$ cat src/rtl/seg7_pkg.sv
// Shared definitions for the 7-segment scan decoder: segment codes, FSM states
// and the segment-to-hex decode function.
package seg7_pkg;

    typedef logic [6:0] seg_code_t;

    // Active-low segment codes, bit6=a, bit5=b, bit4=c, bit3=d, bit2=e, bit1=f, bit0=g.
    localparam seg_code_t SEG_0     = 7'b0000001;
    localparam seg_code_t SEG_1     = 7'b1001111;
    localparam seg_code_t SEG_2     = 7'b0010010;
    localparam seg_code_t SEG_3     = 7'b0000110;
    localparam seg_code_t SEG_4     = 7'b1001100;
    localparam seg_code_t SEG_5     = 7'b0100100;
    localparam seg_code_t SEG_6     = 7'b0100000;
    localparam seg_code_t SEG_7     = 7'b0001111;
    localparam seg_code_t SEG_8     = 7'b0000000;
    localparam seg_code_t SEG_9     = 7'b0000100;
    localparam seg_code_t SEG_A     = 7'b0001000;
    localparam seg_code_t SEG_B     = 7'b1100000;
    localparam seg_code_t SEG_C     = 7'b0110001;
    localparam seg_code_t SEG_D     = 7'b1000010;
    localparam seg_code_t SEG_E     = 7'b0110000;
    localparam seg_code_t SEG_F     = 7'b0111000;
    localparam seg_code_t SEG_BLANK = 7'b1111111;

    typedef enum logic [1:0] {IDLE, SETTLE, HOLD} scan_state_t;

    typedef struct packed {
        logic       err;
        logic       blank;
        logic [3:0] nibble;
    } seg_dec_t;

    function automatic seg_dec_t seg_to_hex(input seg_code_t code);
        seg_dec_t d;
        d = '0;
        case (code)
            SEG_0:     d.nibble = 4'h0;
            SEG_1:     d.nibble = 4'h1;
            SEG_2:     d.nibble = 4'h2;
            SEG_3:     d.nibble = 4'h3;
            SEG_4:     d.nibble = 4'h4;
            SEG_5:     d.nibble = 4'h5;
            SEG_6:     d.nibble = 4'h6;
            SEG_7:     d.nibble = 4'h7;
            SEG_8:     d.nibble = 4'h8;
            SEG_9:     d.nibble = 4'h9;
            SEG_A:     d.nibble = 4'hA;
            SEG_B:     d.nibble = 4'hB;
            SEG_C:     d.nibble = 4'hC;
            SEG_D:     d.nibble = 4'hD;
            SEG_E:     d.nibble = 4'hE;
            SEG_F:     d.nibble = 4'hF;
            SEG_BLANK: d.blank  = 1'b1;
            default:   d.err    = 1'b1;
        endcase
        return d;
    endfunction

endpackage

$ cat src/rtl/seg7_input_sync.sv
// Multi-bit flop-chain synchronizer; each bit is treated independently, the
// downstream stability filter absorbs any skew between bits.
module seg7_input_sync #(
    parameter int W      = 1,
    parameter int STAGES = 2
) (
    input  logic         i_clk,
    input  logic         i_rst_n,
    input  logic [W-1:0] i_d,
    output logic [W-1:0] o_q
);

    logic [STAGES-1:0][W-1:0] r_sync;

    always_ff @(posedge i_clk or negedge i_rst_n) begin
        if (!i_rst_n) begin
            r_sync <= '0;
        end else begin
            r_sync <= {r_sync[STAGES-2:0], i_d};
        end
    end

    assign o_q = r_sync[STAGES-1];

endmodule

$ cat src/rtl/seg7_scan_decoder.sv
// Receive-side monitor for a multiplexed active-low 7-segment bus: waits for a
// stable digit pattern, decodes it back to hex and stores it per digit.
module seg7_scan_decoder
    import seg7_pkg::*;
#(
    parameter int NDIG          = 4,
    parameter int STABLE_CYCLES = 4,
    parameter int SYNC_STAGES   = 2
) (
    input  logic                                     i_clk,
    input  logic                                     i_rst_n,
    input  logic [NDIG-1:0]                          i_anode_n,
    input  logic [6:0]                               i_seg_n,
    input  logic                                     i_clear,
    output logic [4*NDIG-1:0]                        o_digits,
    output logic [NDIG-1:0]                          o_digit_valid,
    output logic [NDIG-1:0]                          o_digit_blank,
    output logic [NDIG-1:0]                          o_code_err,
    output logic                                     o_update,
    output logic [((NDIG > 1) ? $clog2(NDIG) : 1)-1:0] o_update_idx,
    output logic                                     o_frame_valid
);

    localparam int IDXW = (NDIG > 1) ? $clog2(NDIG) : 1;
    localparam int CW   = $clog2(STABLE_CYCLES + 1);
    localparam int SW   = NDIG + 7;
    localparam logic [CW-1:0] CNT_ONE  = CW'(1);
    localparam logic [CW-1:0] CNT_LAST = CW'(STABLE_CYCLES - 1);
    localparam logic [CW-1:0] CNT_MAX  = CW'(STABLE_CYCLES);
    localparam bit ONE_SHOT = (STABLE_CYCLES == 1);

    logic [SW-1:0]   w_sample;
    logic [NDIG-1:0] w_sa;
    seg_code_t       w_ss;
    logic            w_qual;
    logic            w_same;
    logic            w_capture;
    logic [IDXW-1:0] w_idx;
    seg_dec_t        w_dec;

    scan_state_t     r_state;
    logic [CW-1:0]   r_cnt;
    logic [SW-1:0]   r_sample;
    logic [4*NDIG-1:0] r_digits;
    logic [NDIG-1:0] r_digit_valid;
    logic [NDIG-1:0] r_digit_blank;
    logic [NDIG-1:0] r_code_err;
    logic            r_update;
    logic [IDXW-1:0] r_update_idx;
    logic            r_frame_valid;

    seg7_input_sync #(.W(SW), .STAGES(SYNC_STAGES)) u_sync (
        .i_clk   (i_clk),
        .i_rst_n (i_rst_n),
        .i_d     ({i_anode_n, i_seg_n}),
        .o_q     (w_sample)
    );

    assign w_sa   = w_sample[SW-1:7];
    assign w_ss   = w_sample[6:0];
    assign w_same = (w_sample == r_sample);
    assign w_dec  = seg_to_hex(w_ss);

    always_comb begin
        w_qual = ($countones(~w_sa) == 1);
        w_idx  = '0;
        for (int i = 0; i < NDIG; i++) begin
            if (!w_sa[i]) w_idx = IDXW'(i);
        end
        // A stored sample is only ever loaded while qualified, so w_same implies a qualified anode.
        case (r_state)
            IDLE:    w_capture = w_qual && ONE_SHOT;
            SETTLE:  w_capture = w_same && (r_cnt >= CNT_LAST);
            HOLD:    w_capture = !w_same && w_qual && ONE_SHOT;
            default: w_capture = 1'b0;
        endcase
    end

    always_ff @(posedge i_clk or negedge i_rst_n) begin
        if (!i_rst_n) begin
            r_state       <= IDLE;
            r_cnt         <= '0;
            r_sample      <= '0;
            r_digits      <= '0;
            r_digit_valid <= '0;
            r_digit_blank <= '0;
            r_code_err    <= '0;
            r_update      <= 1'b0;
            r_update_idx  <= '0;
            r_frame_valid <= 1'b0;
        end else if (i_clear) begin
            r_state       <= IDLE;
            r_digits      <= '0;
            r_digit_valid <= '0;
            r_digit_blank <= '0;
            r_code_err    <= '0;
            r_update      <= 1'b0;
            r_update_idx  <= '0;
            r_frame_valid <= 1'b0;
        end else begin
            r_update      <= w_capture;
            r_frame_valid <= &r_digit_valid;
            if (w_capture) begin
                r_update_idx <= w_idx;
                if (w_dec.err) begin
                    r_code_err[w_idx] <= 1'b1;
                end else if (w_dec.blank) begin
                    r_digit_blank[w_idx] <= 1'b1;
                    r_digit_valid[w_idx] <= 1'b1;
                end else begin
                    r_digits[4*w_idx +: 4] <= w_dec.nibble;
                    r_digit_valid[w_idx]   <= 1'b1;
                    r_digit_blank[w_idx]   <= 1'b0;
                    r_code_err[w_idx]      <= 1'b0;
                end
            end
            case (r_state)
                IDLE: begin
                    if (w_qual) begin
                        r_sample <= w_sample;
                        r_cnt    <= CNT_ONE;
                        r_state  <= ONE_SHOT ? HOLD : SETTLE;
                    end
                end
                SETTLE: begin
                    if (w_same) begin
                        if (r_cnt != CNT_MAX) r_cnt <= r_cnt + 1'b1;
                        if (r_cnt >= CNT_LAST) r_state <= HOLD;
                    end else if (w_qual) begin
                        r_sample <= w_sample;
                        r_cnt    <= CNT_ONE;
                    end else begin
                        r_state <= IDLE;
                    end
                end
                HOLD: begin
                    if (!w_same) begin
                        if (w_qual) begin
                            r_sample <= w_sample;
                            r_cnt    <= CNT_ONE;
                            r_state  <= ONE_SHOT ? HOLD : SETTLE;
                        end else begin
                            r_state <= IDLE;
                        end
                    end
                end
                default: r_state <= IDLE;
            endcase
        end
    end

    assign o_digits      = r_digits;
    assign o_digit_valid = r_digit_valid;
    assign o_digit_blank = r_digit_blank;
    assign o_code_err    = r_code_err;
    assign o_update      = r_update;
    assign o_update_idx  = r_update_idx;
    assign o_frame_valid = r_frame_valid;

endmodule

$ cat config.mk
export PLATFORM = sky130hd
export DESIGN_NAME = seg7_scan_decoder
export DESIGN_NICKNAME = d
export VERILOG_FILES = /design/src/rtl/seg7_pkg.sv /design/src/rtl/seg7_input_sync.sv /design/src/rtl/seg7_scan_decoder.sv
export SDC_FILE = /design/constraint.sdc
export NUM_CORES = 1
export LEC_CHECK = 0
export CAP_MARGIN = 25
export CELL_PAD_IN_SITES_DETAIL_PLACEMENT = 1
export CELL_PAD_IN_SITES_GLOBAL_PLACEMENT = 2
export CORE_MARGIN = 2
export CORE_UTILIZATION = 33
export DETAILED_ROUTE_END_ITERATION = 16
export GPL_TIMING_DRIVEN = 0
export PLACE_DENSITY_LB_ADDON = 0.2
export SLEW_MARGIN = 5
export SYNTH_ARGS = -nofsm -noshare
export SYNTH_HDL_FRONTEND = slang
export SYNTH_SLANG_ARGS = --single-unit
$ cat constraint.sdc
create_clock -name i_clk -period 2.7 [get_ports i_clk]
set_input_delay 0.27 -clock i_clk [delete_from_list [all_inputs] [get_ports i_clk]]
set_output_delay 0.27 -clock i_clk [all_outputs]
set_load 0.01 [all_outputs]
### Yosys cells after proc, flatten, opt, wreduce, memory -nomap -nowiden

Cells that the tools add are included.

* muxes and demuxes: 44
* add/subtract/negate cells: 5
* magnitude comparators: 3
* bitwise logic cells: 8
* reduce and logical (&&, ||, !) cells: 17
* shift-type cells: 2
* equality and inequality tests: 30

Operators with widths (count)
* $mux 16: 4
* $pmux 4 s15: 1
* $mux 4: 11
* $eq 7x6->1 const B: 5
* $eq 7x7->1 const B: 5
* $neg 4->34: 1
* $shift 4x34->16 const A: 1
* $shiftx 4x34->16: 1
* $mux 11: 2
* $pmux 11 s2: 1
* $mux 2: 10
* $reduce_or 17->1: 1
* $bwmux 16: 1
* $ne 3x3->1 const B: 5
* $eq 7x3->1 const B: 2
* $eq 7x4->1 const B: 2
* $mux 3: 4
* $or 4x4->4: 3
* $reduce_and 4->1: 3
* $eq 11x11->1: 1
* $pmux 3 s3: 1
* $and 4x4->4: 2
* $ne 4x4->1 const B: 2
* $not 4->4: 2
* 24 further kinds: 38

* logic and storage cells: 121
* input bits: 14
* register bits after elaboration: 70

### Logic depth before layout (Yosys ltp)

* depth in word-level cells: 13
* mapped depth: 10
* mapped depth without buffers: 9

### Modules after synthesis

Synthesis repeated with hierarchy kept, for this count alone.

* cell total of the unflattened synthesis: 310
* area, all modules: 3532.1 um^2

By module, submodules not included
* seg7_scan_decoder: instances 1, sequential area each 1201.2 um^2, area an instance 2899.0 um^2, cells an instance 277
* seg7_input_sync: instances 1, sequential area each 550.5 um^2, area an instance 633.1 um^2, cells an instance 33

### Worst setup path before layout

OpenSTA, ideal clock, no wires.

* path type: register to register
* start: register u_sync.r_sync, in the netlist u_sync.o_q[10]
* end: register r_sample[7]
* buffers on the path: 1
* arrival time: 2564 ps
* cell stages (with the launch flop): 10
* setup slack: 11 ps
* library setup time: 125 ps
* data required time: 2575 ps
* path through: dfrtp_1 fa_1 inv_1 ha_1 ha_1 nor2_1 nand2_1 a2111o_1 buf_6 mux2_4

* cells in the longest elaborated chain, start to end: 7
* elaborated cells on any way between the ends: 10

RTL lines
* start, declared: RTL line seg7_input_sync.sv:13 `logic [STAGES-1:0][W-1:0] r_sync;`
* start signal, assigned: RTL line seg7_input_sync.sv:19 `r_sync <= {r_sync[STAGES-2:0], i_d};`
* $not 4->4: RTL line seg7_scan_decoder.sv:65 `w_qual = ($countones(~w_sa) == 1);`
* $add 1x1->2 (implied by the code): RTL line seg7_scan_decoder.sv:65
* $add 2x2->3 (implied by the code): RTL line seg7_scan_decoder.sv:65
* $eq 3x1->1: RTL line seg7_scan_decoder.sv:65
* $mux 11 (2 in a row)
* $pmux 11 s2
* end signal, assigned: RTL line seg7_scan_decoder.sv:120 `r_sample <= w_sample;`
* end signal, assigned: RTL line seg7_scan_decoder.sv:130 `r_sample <= w_sample;`
* end signal, assigned: RTL line seg7_scan_decoder.sv:139 `r_sample <= w_sample;`
* end, declared: RTL line seg7_scan_decoder.sv:43 `logic [SW-1:0] r_sample;`

Parallel ways exist; a longest one is shown, timed or not. The select of a mux whose other input is x is not followed.
A chain may end at the register's enable or synchronous reset.

### Final worst setup path

* start: register u_sync.r_sync, in the netlist u_sync.o_q[8]
* end: register r_sample[8]

* cells in the longest elaborated chain, start to end: 7
* elaborated cells on any way between the ends: 10

RTL lines
* $not 4->4: RTL line seg7_scan_decoder.sv:65
* $add 1x1->2 (implied by the code): RTL line seg7_scan_decoder.sv:65
* $add 2x2->3 (implied by the code): RTL line seg7_scan_decoder.sv:65
* $eq 3x1->1: RTL line seg7_scan_decoder.sv:65
* $mux 11: RTL line seg7_scan_decoder.sv:119, seg7_scan_decoder.sv:129, seg7_scan_decoder.sv:138
* $mux 11: RTL line seg7_scan_decoder.sv:137 `if (!w_same) begin`
* $pmux 11 s2: RTL line seg7_scan_decoder.sv:117 `case (r_state)`

Parallel ways exist; a longest one is shown, timed or not. The select of a mux whose other input is x is not followed.

==> results.ini <==
[cells_and_area]
multi_input_area_mm2 = 0.00162
final_common_cell = dfrtp_1
drive_gt1_share_pct = 17.9
fin_util_pct = 43.0
n_antenna_cell = 0
nets = 394
final_cell_mix = dfrtp_1, clkdlybuf4s50_1, nand2_1
n_fill_cell = 1148
fin_area_mm2 = 0.00444
regArea_mm2 = 0.00175
fin_cells = 511
syn2layout_area_growth_pct = 26.2

[place]
gp_congestion = 0.810
dpl.hpwl_um = 5910
placed_area_mm2 = 0.00416
port_buffers = 44
post-place-cells = 487

[setup_path]
start_kind = flip-flop
r2r_end = r_sample[8]
arrival_ns = 2.79
required_ns = 2.95
cp-end-kind = flip-flop
regToRegSetupSlack_ns = 0.15
critPathKind = reg2reg
crit_fanout = 5
r2r.worst_path.cells = 9
r2r_start = u_sync.o_q[8]
crit_start = u_sync.o_q[8]

[power_and_ir_drop]
cell_internal_pwr_mw = 1.90
peakVddDrop_mv = 0.359
pwr-share-seq_pct = 46.2
p_leak_nw = 1.96
p_sw_uw = 822
total_power_mw = 2.72
switching_share_pct = 30.3
p_clk_share_pct = 32.5
power.density_mw_per_mm2 = 612
comb_power_share_pct = 21.3

[floorplanning]
coreArea_mm2 = 0.0103
row_count = 37
die_h_um = 107
initial_core_util_pct = 34.1
io-pin-count = 46
die_w_um = 107
dieArea_mm2 = 0.0115

[timing]
min_period_ns = 2.55
finalHoldViolations = 0
finalCritPeriodShare_pct = 94.3
slew_viol_final = 0
worst_pin_slew_ns = 0.695
fin_tns_setup_ns = 0
rsz0062_at_grt = false
relSlewSlack_pct = 53.3
setup_viol = 0
fin_skew_ns = 0.00473
max_clock_freq_ghz = 0.393

[global_route]
grt_pass1_vias = 2750
grt_usage_pct = 16.2
antenna_found_initial = 0
grt_remaining_overflow = 0
grt_pass1_wl_um = 14300
grt_max_degree = 48

[synth]
synth-edff-count = 0
ys.flop_type = dfrtp_1
synth-seq-area-share_pct = 49.8
postSynth.asyncResetShare_pct = 100
syn_nets = 330
synth_area_mm2 = 0.00352
ys_ff_latch = 70
avgSynthCellArea_um2 = 11.5
synth_cell_type_count = 60
synthCells = 306
yosys_warnings = 0

[detailed_routing]
vias_per_cell = 4.99
post_drt_wl_per_cell_um = 16.7
first_pass_iters = 4
drc = 0
totalWireLength_um = 8520
ant_nets = 0
drtIter0Drc = 59
vias = 2549

[clock_tree]
cts_tree = done
clkTransAtPathRegs_ns = 0.08
cts.sinks = 70
htreeDepth = 3
cts_root_buffer = clkbuf_8
clockBufferDepth = 2
cts_buffers = 9
clock_latency_ns = 0.36

[hold_path]
hp-start = i_seg_n[5]
min_to = u_sync.r_sync[5]
hold_depth = 1
hp-class = in2reg

[flow_run]
cap_violations = 0

[outcome]
status = finished clean

==> cell families after synthesis <==
logic type	count (synthesis)	synth area share, %
AO/OA/AOI/OAI	48	9.45
XOR/XNOR	13	4.83
adder cells (fa/ha/maj)	10	3.77
buffers and inverters	29	4.73
flip-flops	70	49.8
multiplexers	29	8.71
AND/OR/NAND/NOR	107	18.8
==> Yosys cell counts, drive strengths merged (3+ instances only) <==
library cell	number	area, um2
mux2i	22	220
nor4b	3	38.8
a31oi	6	37.5
nor4	3	63.8
a32oi	3	26.3
xnor2	11	153
nand4	9	86.3
nand3	8	57.6
buf	10	95.1
dfrtp	70	1750
nor2	20	75.1
nor2b	4	25.0
ha	9	113
o21ai	13	65.1
a21oi	4	20.0
clkbuf	4	15.0
a21o	3	22.5
nor3	6	52.6
mux2	7	86.3
nand2	40	153
inv	14	52.6
==> per-layer routing <==
metal	vias to the layer above	part of all wire, %	global-route usage (%)
met5	-	0	0
met4	0	1.1	4.45
met3	6	3.7	5.02
met2	42	48	25.9
met1	1297	47	21.4
li1	1204	-	-
==> worst max-delay path by stage <==
stage / endpoint / depth (start not counted) / slack (ns)
after detailed placement: r_sample[8] / 9 / -0.28
after CTS: r_sample[8] / 9 / 0.005
after floorplan: r_sample[7] / 9 / 0.01
after global placement: o_digits[9] / 1 / -1.22
after global routing: o_digits[9] / 8 / 0.02
final: r_sample[8] / 9 / 0.15
==> worst max-delay path, stage by stage (launching register included) <==
cell      delay (ns)
dfrtp_2         0.44
fa_1            0.53
inv_1           0.04
ha_2            0.18
ha_4            0.23
nor2_2          0.08
nand2_2         0.07
a2111o_1        0.41
buf_6           0.16
mux2_4          0.29
==> per-stage QoR <==
stage	setup WS [ns]	hold slack, ns
after CTS	0.00461	0.330
after detailed placement	-0.280	0.204
after floorplan	0.0109	-0.0256
after global placement	-1.22	0.331
after global routing	0.0216	0.318
final	0.153	0.345
==> power groups by stage <==
stage	registers [mW]	clock network [mW]	logic, mW
2_1_floorplan	1.26	0	0.436
3_3_place_gp	1.27	0	0.532
3_5_place_dp	1.28	0	0.551
4_1_cts	1.26	0.915	0.568
5_1_grt	1.27	0.951	0.641
6_report	1.26	0.884	0.579
==> timing repair <==
item | in CTS | in global routing
setup buffers | 2 | 4
gates resized for setup | 2 | 5
gates cloned | 0 | 1
endpoints found under the hold margin | 23 | 0
hold buffers | 1 | 0
pin swaps | 1 | 5
endpoints found under the setup margin | 11 | 10
==> cell type report <==
class                   count  share of cell area (%)
flip-flops and latches     70                    39.5
multi-input cells         207                    36.5
repair buffers             53                    11.9
well taps                 136                    3.83
clock buffers              11                    3.18
plain buffers              14                    2.48
clock inverters             5                    1.32
inverters                  15                    1.27
==> flip-flops by register name (all words and copies together) (netlist names) <==
| name | flops |
|---|---|
| u_sync.o_q | 11 |
| o_update_idx | 2 |
| r_sample | 11 |
| o_digit_blank | 4 |
| u_sync.r_sync | 11 |
| r_cnt | 3 |
| o_digit_valid | 4 |
| o_update | 1 |
| o_digits | 16 |
| r_state | 2 |
| o_code_err | 4 |
| o_frame_valid | 1 |
No activity file was read; power rests on OpenSTA's default activity.
